`config.mk`:
```
export PLATFORM = sky130hd
export DESIGN_NAME = uart_rx_deserialiser
export DESIGN_NICKNAME = d
export VERILOG_FILES = /design/src/rtl/uart_pkg.sv /design/src/rtl/signal_synchroniser.sv /design/src/rtl/uart_rx_deserialiser.sv
export SDC_FILE = /design/constraint.sdc
export NUM_CORES = 1
export LEC_CHECK = 0
export CORE_MARGIN = 2
export CORE_UTILIZATION = 35
export CTS_CLUSTER_SIZE = 10
export DETAILED_ROUTE_END_ITERATION = 8
export PLACE_DENSITY = 0.62
export SYNTH_ARGS = -nofsm -noshare
export SYNTH_HDL_FRONTEND = slang
export SYNTH_SLANG_ARGS = --single-unit
```
`constraint.sdc`:
```
create_clock -name clk -period 3.1 [get_ports clk]
set_input_delay 0.465 -clock clk [delete_from_list [all_inputs] [get_ports clk]]
set_output_delay 0.465 -clock clk [all_outputs]
set_load 0.1 [all_outputs]
```
`src/rtl/uart_pkg.sv`:
```
`default_nettype none
// ============================================================================
// Module      : uart_pkg
// Description : Shared UART constants and the receiver FSM state encoding.
// Revision    : 1.0 - initial release
// ============================================================================
package uart_pkg;

  localparam int UART_DATA_BITS          = 8;
  localparam int UART_OVERSAMPLE_DEFAULT = 16;

  typedef enum logic [2:0] {
    IDLE  = 3'd0,
    START = 3'd1,
    DATA  = 3'd2,
    STOP  = 3'd3,
    BREAK = 3'd4
  } uart_state_e;

endpackage
`default_nettype wire

```
`src/rtl/signal_synchroniser.sv`:
```
`default_nettype none
// ============================================================================
// Module      : signal_synchroniser
// Description : Flop chain that brings an asynchronous level into clk domain.
// Revision    : 1.0 - initial release
// ============================================================================
module signal_synchroniser #(
  parameter int   STAGES      = 2,
  parameter logic RESET_VALUE = 1'b0
) (
  input  logic clk,
  input  logic rst,
  input  logic d,
  output logic q
);

  logic [STAGES-1:0] sync_q;
  logic [STAGES-1:0] sync_d;

  always_comb begin
    sync_d = {sync_q[STAGES-2:0], d};
  end

  always_ff @(posedge clk or negedge rst) begin
    if (!rst) begin
      sync_q <= {STAGES{RESET_VALUE}};
    end else begin
      sync_q <= sync_d;
    end
  end

  assign q = sync_q[STAGES-1];

endmodule
`default_nettype wire

```
`src/rtl/uart_rx_deserialiser.sv`:
```
`default_nettype none
// ============================================================================
// Module      : uart_rx_deserialiser
// Description : Oversampling 8N1 UART receiver; one byte or error per frame.
// Revision    : 1.0 - initial release
// ============================================================================
module uart_rx_deserialiser
  import uart_pkg::*;
#(
  parameter int OVERSAMPLE  = UART_OVERSAMPLE_DEFAULT,
  parameter int SCALE_WIDTH = 16,
  parameter int SYNC_STAGES = 2
) (
  input  logic                      clk,
  input  logic                      rst,
  input  logic                      enable,
  input  logic [SCALE_WIDTH-1:0]    clockScale,
  input  logic                      rx,
  output logic [UART_DATA_BITS-1:0] dataOut,
  output logic                      dataValid,
  output logic                      framingError,
  output logic                      busy
);

  localparam int TICK_W = $clog2(OVERSAMPLE);
  localparam logic [TICK_W-1:0] TICK_HALF = TICK_W'(OVERSAMPLE / 2 - 1);
  localparam logic [TICK_W-1:0] TICK_LAST = TICK_W'(OVERSAMPLE - 1);

  logic rx_s;

  uart_state_e               state_q,    state_d;
  logic [SCALE_WIDTH-1:0]    presc_q,    presc_d;
  logic [SCALE_WIDTH-1:0]    scale_q,    scale_d;
  logic [TICK_W-1:0]         tick_cnt_q, tick_cnt_d;
  logic [2:0]                bit_cnt_q,  bit_cnt_d;
  logic [UART_DATA_BITS-1:0] shift_q,    shift_d;
  logic [UART_DATA_BITS-1:0] data_q,     data_d;
  logic                      valid_q,    valid_d;
  logic                      ferr_q,     ferr_d;
  logic                      busy_q,     busy_d;
  logic                      tick;

  // Line idles high, so the chain resets to 1 to avoid a phantom start bit.
  signal_synchroniser #(
    .STAGES      (SYNC_STAGES),
    .RESET_VALUE (1'b1)
  ) u_rx_sync (
    .clk (clk),
    .rst (rst),
    .d   (rx),
    .q   (rx_s)
  );

  assign tick = (presc_q == scale_q);

  always_comb begin
    state_d    = state_q;
    presc_d    = presc_q;
    scale_d    = scale_q;
    tick_cnt_d = tick_cnt_q;
    bit_cnt_d  = bit_cnt_q;
    shift_d    = shift_q;
    data_d     = data_q;
    valid_d    = 1'b0;
    ferr_d     = 1'b0;

    if (state_q != IDLE) begin
      presc_d = tick ? '0 : presc_q + 1'b1;
      if (tick) begin
        tick_cnt_d = (tick_cnt_q == TICK_LAST) ? '0 : tick_cnt_q + 1'b1;
      end
    end

    unique case (state_q)
      IDLE: begin
        presc_d    = '0;
        tick_cnt_d = '0;
        if (!rx_s) begin
          state_d = START;
          scale_d = clockScale;
        end
      end
      START: begin
        if (tick && tick_cnt_q == TICK_HALF) begin
          state_d   = rx_s ? IDLE : DATA;
          bit_cnt_d = '0;
        end
      end
      DATA: begin
        if (tick && tick_cnt_q == TICK_LAST) begin
          shift_d   = {rx_s, shift_q[UART_DATA_BITS-1:1]};
          bit_cnt_d = bit_cnt_q + 3'd1;
          if (bit_cnt_q == 3'd7) begin
            state_d = STOP;
          end
        end
      end
      STOP: begin
        if (tick && tick_cnt_q == TICK_LAST) begin
          if (rx_s) begin
            data_d  = shift_q;
            valid_d = 1'b1;
            state_d = IDLE;
          end else begin
            ferr_d  = 1'b1;
            state_d = BREAK;
          end
        end
      end
      BREAK: begin
        if (rx_s) begin
          state_d = IDLE;
        end
      end
      default: begin
        state_d = IDLE;
      end
    endcase

    if (state_d != state_q) begin
      tick_cnt_d = '0;
    end

    // Disabling abandons the frame silently; the last good byte stays visible.
    if (!enable) begin
      state_d    = IDLE;
      presc_d    = '0;
      tick_cnt_d = '0;
      data_d     = data_q;
      valid_d    = 1'b0;
      ferr_d     = 1'b0;
    end

    busy_d = (state_d != IDLE);
  end

  always_ff @(posedge clk or negedge rst) begin
    if (!rst) begin
      state_q    <= IDLE;
      presc_q    <= '0;
      scale_q    <= '0;
      tick_cnt_q <= '0;
      bit_cnt_q  <= '0;
      shift_q    <= '0;
      data_q     <= '0;
      valid_q    <= 1'b0;
      ferr_q     <= 1'b0;
      busy_q     <= 1'b0;
    end else begin
      state_q    <= state_d;
      presc_q    <= presc_d;
      scale_q    <= scale_d;
      tick_cnt_q <= tick_cnt_d;
      bit_cnt_q  <= bit_cnt_d;
      shift_q    <= shift_d;
      data_q     <= data_d;
      valid_q    <= valid_d;
      ferr_q     <= ferr_d;
      busy_q     <= busy_d;
    end
  end

  assign dataOut      = data_q;
  assign dataValid    = valid_q;
  assign framingError = ferr_q;
  assign busy         = busy_q;

endmodule
`default_nettype wire
```
; Yosys cells after proc, flatten, opt, wreduce, memory -nomap -nowiden
; Cells that the tools add are included.
[classes]
bitwise_logic = 1
reduce_logical = 11
n_mul = 0
magnitude_cmp = 0
mux = 31
div_mod_pow = 0
eq_ne = 14
addsub = 3
shift = 0
[ops]
columns = operator, n
row1 = $mux W16, 4
row2 = $mux W3, 10
row3 = $mux W4, 6
row4 = $add A16 B1 Y16 const B, 1
row5 = $eq A16 B16 Y1, 1
row6 = $pmux W3 S5, 1
row7 = $mux W1, 8
row8 = $ne A4 B1 Y1 const B, 2
row9 = $eq A3 B2 Y1 const B, 2
row10 = $eq A3 B3 Y1 const B, 2
row11 = $pmux W3 S2, 1
row12 = $reduce_and A2 Y1, 3
row13 = $reduce_bool A3 Y1, 2
row14 = $add A4 B1 Y4 const B, 1
row15 = $eq A4 B3 Y1 const B, 1
row16 = $eq A4 B4 Y1 const B, 1
row17 = $ne A2 B2 Y1 const B, 2
row18 = $reduce_and A4 Y1, 1
row19 = $add A3 B1 Y3 const B, 1
row20 = $eq A3 B1 Y1 const B, 1
row21 = $logic_not A3 Y1, 1
row22 = $ne A3 B1 Y1 const B, 1
row23 = $ne A3 B3 Y1, 1
row24 = $reduce_and A3 Y1, 1
row25 = other kinds (4), 5
[word_totals]
latchBits = 0
ramBits = 0
in_bits = 20
n_memories = 0
romBits = 0
ff_bits = 63
output_inout_bits = 11
wordCells = 71

; Longest topological paths before layout
[depth]
word_depth = 7
depth_mapped = 7
depth_no_buf = 6

; By module
; From an unflattened synthesis, not the netlist that was laid out.
[unflattened]
hier_cells = 244
area_unflattened_um2 = 2882.8
[modules_own_cells]
columns = mod, n_inst, area_per_inst_um2, cells_each, seq_area_each_um2
row1 = uart_rx_deserialiser, 1, 2830.2, 242, 1526.5
row2 = signal_synchroniser, 1, 52.6, 2, 52.6

; Worst setup path before layout
; OpenSTA, ideal clock, no wires.
[synth_timing]
path_type = register -> register
start = reg tick_cnt_q[0]
end = reg shift_q[1]
n_path_buf = 1
setup_ns = 0.125
period_less_slack_ns = 2.056
path_stages_with_launch = 8
arrival_ns = 1.931
path_slack_ns = 1.044
required_time_ns = 2.975
cell_sequence = dfrtp_1 > ha_1 > and3_1 > nor3b_1 > nand2_1 > nor2_1 > buf_2 > mux2_2
[synth_via]
elab_chain_cells = 3
[synth_rtl]
columns = element, line_no
row1 = "start, declared", uart_rx_deserialiser.sv:34  ; logic [TICK_W-1:0] tick_cnt_q, tick_cnt_d;
row2 = "start signal, assigned", uart_rx_deserialiser.sv:153  ; tick_cnt_q <= tick_cnt_d;
row3 = $eq A4 B4 Y1, uart_rx_deserialiser.sv:90  ; if (tick && tick_cnt_q == TICK_LAST) begin
row4 = $logic_and A1 B1 Y1, uart_rx_deserialiser.sv:90
row5 = $reduce_and A2 Y1 (no line), -
row6 = "end signal, assigned", uart_rx_deserialiser.sv:155  ; shift_q <= shift_d;
row7 = "end, declared", uart_rx_deserialiser.sv:36  ; logic [UART_DATA_BITS-1:0] shift_q, shift_d;
; Every way passes these cells.
; A chain may end at the register's enable or synchronous reset.

; Final worst setup path
[layout_timing]
start = reg tick_cnt_q[0]
end = reg data_q[2], in the netlist dataOut[2]
[layout_via]
elab_chain_cells = 3
[layout_rtl]
columns = element, line_no
row1 = $eq A4 B4 Y1, uart_rx_deserialiser.sv:99  ; if (tick && tick_cnt_q == TICK_LAST) begin
row2 = $logic_and A1 B1 Y1, uart_rx_deserialiser.sv:99
row3 = $reduce_and A4 Y1 (no line), -
row4 = "end signal, assigned", uart_rx_deserialiser.sv:156  ; data_q <= data_d;
row5 = "end, declared", uart_rx_deserialiser.sv:37  ; logic [UART_DATA_BITS-1:0] data_q, data_d;
; Every way passes these cells.

==> reports/metrics.csv <==
stage,metric,value,unit
run_status,status,"complete, no violations",
detailed_routing,DR iter-0 viols,73,
sta,max_slew headroom,47.6,%
cts,clk slew on worst S/H paths,0.07,ns
power_and_ir_drop,Leak,1.51,nW
yosys,"EDFF count, synth",0,
global_route,vias in the first global route,1876,
floorplanning,initial core utilization,35.6,%
critical_path,CP max FO,9,
yosys,Synth Area in XOR/XNOR,9.67,%
sta,clk_skew,0.00674,ns
placement,placed insts,373,
cts,TritonCTS clock tree,done,
global_route,Congestion Overflow GR,0,
placement,Buffers on Ports,30,
final_layout,area added between synthesis and finish,21.5,%
sta,period utilisation layout,77.2,%
cts,H-tree levels,3,
yosys,Yosys top cell by area,dfrtp_1,
power_and_ir_drop,peak supply drop,189,uV
critical_path,CP startpoint kind,register,
yosys,syn_nets,267,
yosys,Synth Area in Simple Gates,14.7,%
sta,Final min period,2.39,ns
yosys,mean post-synth cell area,11.9,um2
sta,final setup vio count,0,
sta,final hold slack,0.292,ns
sta,worst slew pin tran,0.786,ns
yosys,top-area cell type share of the netlist area,52.7,%
yosys,#FFs+latches synth,63,
floorplanning,Core Region,8130,um2
critical_path,CP arrival,2.61,ns
critical_path,Worst setup EP type,register,
hold_path,Hold Path Class,input pin to asynchronous set/reset pin,
floorplanning,die footprint,9030,um2
cts,PostCTS Resize Cnt,0,
floorplanning,Die W,95.0,um
critical_path,Crit Path Category,register to register,
power_and_ir_drop,power per cell area,526,nW/um2
yosys,Yosys warning total,0,
cts,# Post-CTS Setup Buffers,0,
final_layout,Non-Filler Instances,389,
detailed_routing,vias post-DR,1907,
yosys,post-synthesis sequential area ratio,54.5,%
cts,"Hold-fix buffers, CTS",0,
yosys,Cells after Synth,243,
yosys,Synth top cells by count,"dfrtp_1, mux2_2, nor2_1",
detailed_routing,Routed WL,5.44,mm
cts,CTS buffer count,9,
global_route,gr usage total,13.7,%
placement,Placement Setup Slack,0.717,ns
final_layout,Ant. Diodes,0,
cts,maximum clock insertion buffer count,2,
yosys,Synth Flop Type,dfrtp_1,
yosys,ranking of synthesized cells by area,"dfrtp_1, mux2_2, xnor2_1",
detailed_routing,Routed wire per std cell,14.0,um
cts,Sink Count,63,
sta,setup TNS,0,ns
floorplanning,die height,95.0,um
global_route,initial antenna violation count,0,
cts,Root Driver,clkbuf_8,
yosys,adder-cell share of the synthesized area,1.73,%
sta,Final Hold Vio Count,0,
placement,Routability Congestion,0.839,
yosys,"Async S/R FF share, synth",100,%
placement,hpwl dp,3.67,mm
floorplanning,I/O Pins,31,
floorplanning,Row Count,33,
final_layout,share of layout cells above drive strength 1,24.3,%
sta,worst setup margin,0.707,ns
detailed_routing,Pre-antenna DRT Iters,4,
yosys,count of cell types in the netlist,39,
yosys,most common cell in the synthesized netlist,dfrtp_1,
final_layout,fin area,3520,um2
placement,area post-placement,3300,um2
global_route,largest net degree at the start of global routing,64,
detailed_routing,DRC violations left,0,
critical_path,"Req. time, crit path",3.32,ns
yosys,largest family of logic cells by synthesized area,simple AND/OR/NAND/NOR gates,
yosys,Netlist Area Pre-Place,2900,um2
yosys,Compound-Gate Fraction of Synth Area,4.01,%
detailed_routing,Vias/cell,4.90,
yosys,mux cell area share after synthesis,13.5,%
final_layout,Nets,303,
cts,Clock Latency Late Sink,0.33,ns
run,maxcap violations,0,
sta,unrepaired setup endpoints after global routing,false,
global_route,first-pass GRT wire length,9.37,mm
sta,final slew viol count,0,
sta,Fmax,0.418,GHz
detailed_routing,Detail Route Antenna Nets,0,
## layout make-up
class                           count  area [um2]
Clock inverter                      3        65.1
Tap cell                          105         131
Sequential cell                    63        1580
Multi-Input combinational cell    168        1270
Clock buffer                       13         159
Timing Repair Buffer               35         305
Fill cell                         757        4610
Inverter                            2        7.51
## worst max-delay path, cell delays in order (launching register included)
cell and delay [ns]:
dfrtp_1 0.40, ha_1 0.29, and3_1 0.25, nor3b_1 0.40
nand2_1 0.15, nor2_2 0.40, mux2_2 0.39
## path summary, 6_finish.rpt
kind	start	end	slack (ns)	cells past startpoint
max reg2reg	tick_cnt_q[0]	dataOut[2]	0.71	6
min in group clk	u_rx_sync.sync_q[0]	u_rx_sync.sync_q[1]	0.36	0
max	tick_cnt_q[0]	dataOut[2]	0.71	6
min	rst	scale_q[5]	0.29	2
min reg2reg	u_rx_sync.sync_q[0]	u_rx_sync.sync_q[1]	0.36	0
max in group asynchronous	rst	shift_q[3]	2.29	2
## sequential cells by signal, indices dropped and copies added, names as in the netlist
register and flops:
dataOut 8, shift_q 8, busy 1, bit_cnt_q 3, state_q 3, scale_q 16, presc_q 16, u_rx_sync.sync_q 2
dataValid 1, tick_cnt_q 4, framingError 1
## kinds of logic (layout without fill, tap and decap cells)
family	count (synthesis)	after routing
AO/OA/AOI/OAI	16	16
XOR/XNOR	32	32
adder cells (fa/ha/maj)	4	4
buffers and inverters	12	53
flip-flops	63	63
multiplexers	35	35
AND/OR/NAND/NOR	81	81
## layout by cell type, fill, tap and decap left out, types with 4 or more instances in the layout
cell type / count
dfrtp_1: 61
mux2_2: 33
nor2_1: 28
xnor2_1: 21
clkdlybuf4s50_1: 18
buf_4: 16
nand2_1: 12
xor2_1: 11
clkbuf_8: 11
nand4_1: 10
nand3_1: 8
nand2b_1: 4
and2_1: 4
o21ai_0: 4
ha_1: 4
## where the power goes
| part | switching (mW) | total [mW] | internal (mW) |
|---|---|---|---|
| Combinational | 0.0694 | 0.154 | 0.0844 |
| Sequential | 0.0320 | 0.892 | 0.860 |
| Clock | 0.311 | 0.807 | 0.496 |
| Total | 0.412 | 1.85 | 1.44 |
## metrics by stage
step / utilization (%) / power, mW
floorplan: - / 0.995
global placement: 40.5 / 1.06
detailed placement: 40.5 / 1.06
CTS: 43.3 / 1.88
global route: 43.3 / 1.93
finish: 43.3 / 1.85
## routing by layer
layer  routed length [um]  up-vias  global-route usage, %  share of wire (%)
met5                    0        -                      0                  0
met4                   78        0                   8.09                1.4
met3                  211        7                   2.69                3.9
met2                 2390       42                   18.9                 44
met1                 2770      937                   19.9                 51
li1                     -      921                      -                  -
(Power assumes the default switching activity.)
==> edit, RTL diff (same settings) <==
Set the package constant `UART_OVERSAMPLE_DEFAULT` to 32 (it was 16).
--- a/src/rtl/uart_pkg.sv
+++ b/src/rtl/uart_pkg.sv
@@ -7,7 +7,7 @@
 package uart_pkg;
 
   localparam int UART_DATA_BITS          = 8;
-  localparam int UART_OVERSAMPLE_DEFAULT = 16;
+  localparam int UART_OVERSAMPLE_DEFAULT = 32;
 
   typedef enum logic [2:0] {
     IDLE  = 3'd0,
Formal check against the unedited RTL: no difference found for any inputs over 10 cycles, from zero or initial values and one cycle with rst low; that may be too few to reach the edited logic, so the function may still have changed.
==> edit against the unedited design <==
  * Clock skew up 3.1 ps
  * Worst hold slack worse by 110 ps
  * Design area up 1.2%
  * Area after synthesis up 3.0%
  * Sequential cell count up 1
  * Combinational power up 5%
  * Maximum frequency up 1.5%
  * Wire length up 0.33%
  * Worst setup slack better by 36 ps
  * Cell count up 2.3%
  * Power down 3.5%
  * Highest routed layer unchanged
==> edit: results <==
run_status:
  outcome: "complete, no violations"
final_layout:
  nets: 314
  fillers: 781
  drive_above_1_share: 0.242
power:
  power_leakage_nw: 1.62
  internal_power_w: 0.00136
  pwr-share-clk: 0.399
  vdd_drop_max_mv: 0.199
  powerComb_w: 0.000161
clocking:
  clk_pin_slew_worst_paths_ps: 70
  cts_buffers: 9
  insertion_delay_ps: 340
critical_path:
  cp.arrival_ps: 2630
  r2r_end: "busy"
  r2r_slack_ps: 740
  worst_r2r_path_depth: 8
  cp_slowest_cell: "nor3_1"
synthesis:
  yosys-top-cells-area: "dfrtp_1 52%, mux2_2 9.1%, xor2_1 7.0%, mux2_4 4.0%, nor2_1 3.5%"
  ys_seq_area_frac: 0.537
  synth.distinct_cells: 38
  synthTopCellsByCount: "62 x dfrtp_1, 28 x nor2_1, 24 x mux2_2, 24 x xor2_1, 15 x nand2_1"
  syn_nets: 279
grt:
  grt_max_degree: 34
  grt_util_met3: 0.0439
  use_met1: 0.190
  grtUsageMet2: 0.181
  grtUsageTotal: 0.133
timing:
  relSlewSlack: 0.504
  skew_ps: 9.88
  fin_hold_ws_ps: 187
detailed_routing:
  vias: 1915
  drt_iter0_drc: 67
  wl_microns: 5460
placed_design:
  dpl.hpwl_microns: 3790
  place.gp.congestion: 0.802
-- edit: cell count changes in the layout (fill, tap and decap cells not counted), moves of 5 or more --
cell     unedited run  this run
nand4_1            10         3
xor2_1             11        24
a21oi_1             1         6
inv_1               2         7
mux2_2             33        24
xnor2_1            21         7
mux2_4              0         8
-- edit: logic make-up (layout without fill, tap and decap cells) --
group | count (synthesis) | in the layout | share of synthesized area
and+or+nand+nor | 83 | 83 | 0.139
DFF | 64 | 64 | 0.537
muxes | 33 | 33 | 0.134
xor gates and xnor gates | 31 | 31 | 0.0909
AOI/OAI and AO/OA | 18 | 18 | 0.0381
buffers and inverters | 18 | 58 | 0.0352
adders and majority gates | 6 | 6 | 0.0251
-- edit: stage by stage --
stage / cells / area (sq um) / util / worst slack [ps] / power (W)
global route: 398 / 3560 / 0.431 / 415 / 0.00187
detailed placement: 382 / 3360 / 0.407 / 605 / 0.00109
global placement: 382 / 3360 / 0.407 / 692 / 0.00109
floorplan: 253 / 2990 / - / 925 / 0.00102
finish: 398 / 3560 / 0.431 / 743 / 0.00179
CTS: 398 / 3560 / 0.431 / 721 / 0.00182
-- edit: area by class of cell --
class	instances	area [sq um]	share of cell area
multi-input cells	171	1280	0.361
clock buffers	11	141	0.0397
inverters	7	26.3	0.00738
repair buffers	35	318	0.0892
well taps	105	131	0.0369
clock inverters	5	56.3	0.0158
flip-flops and latches	64	1600	0.450
-- edit: per-layer routing --
layer | routed length (microns) | part of all wire
met5 | 0 | 0
met4 | 100 | 0.018
met3 | 257 | 0.047
met2 | 2250 | 0.41
met1 | 2860 | 0.52
-- edit: critical path, delay by kind of cell, from the launching register on --
kind / cells / cell delay, ps
flip-flops: 1 / 390
AND/OR/NAND/NOR: 5 / 1090
adder cells (fa/ha/maj): 2 / 530
AO/OA/AOI/OAI: 1 / 280
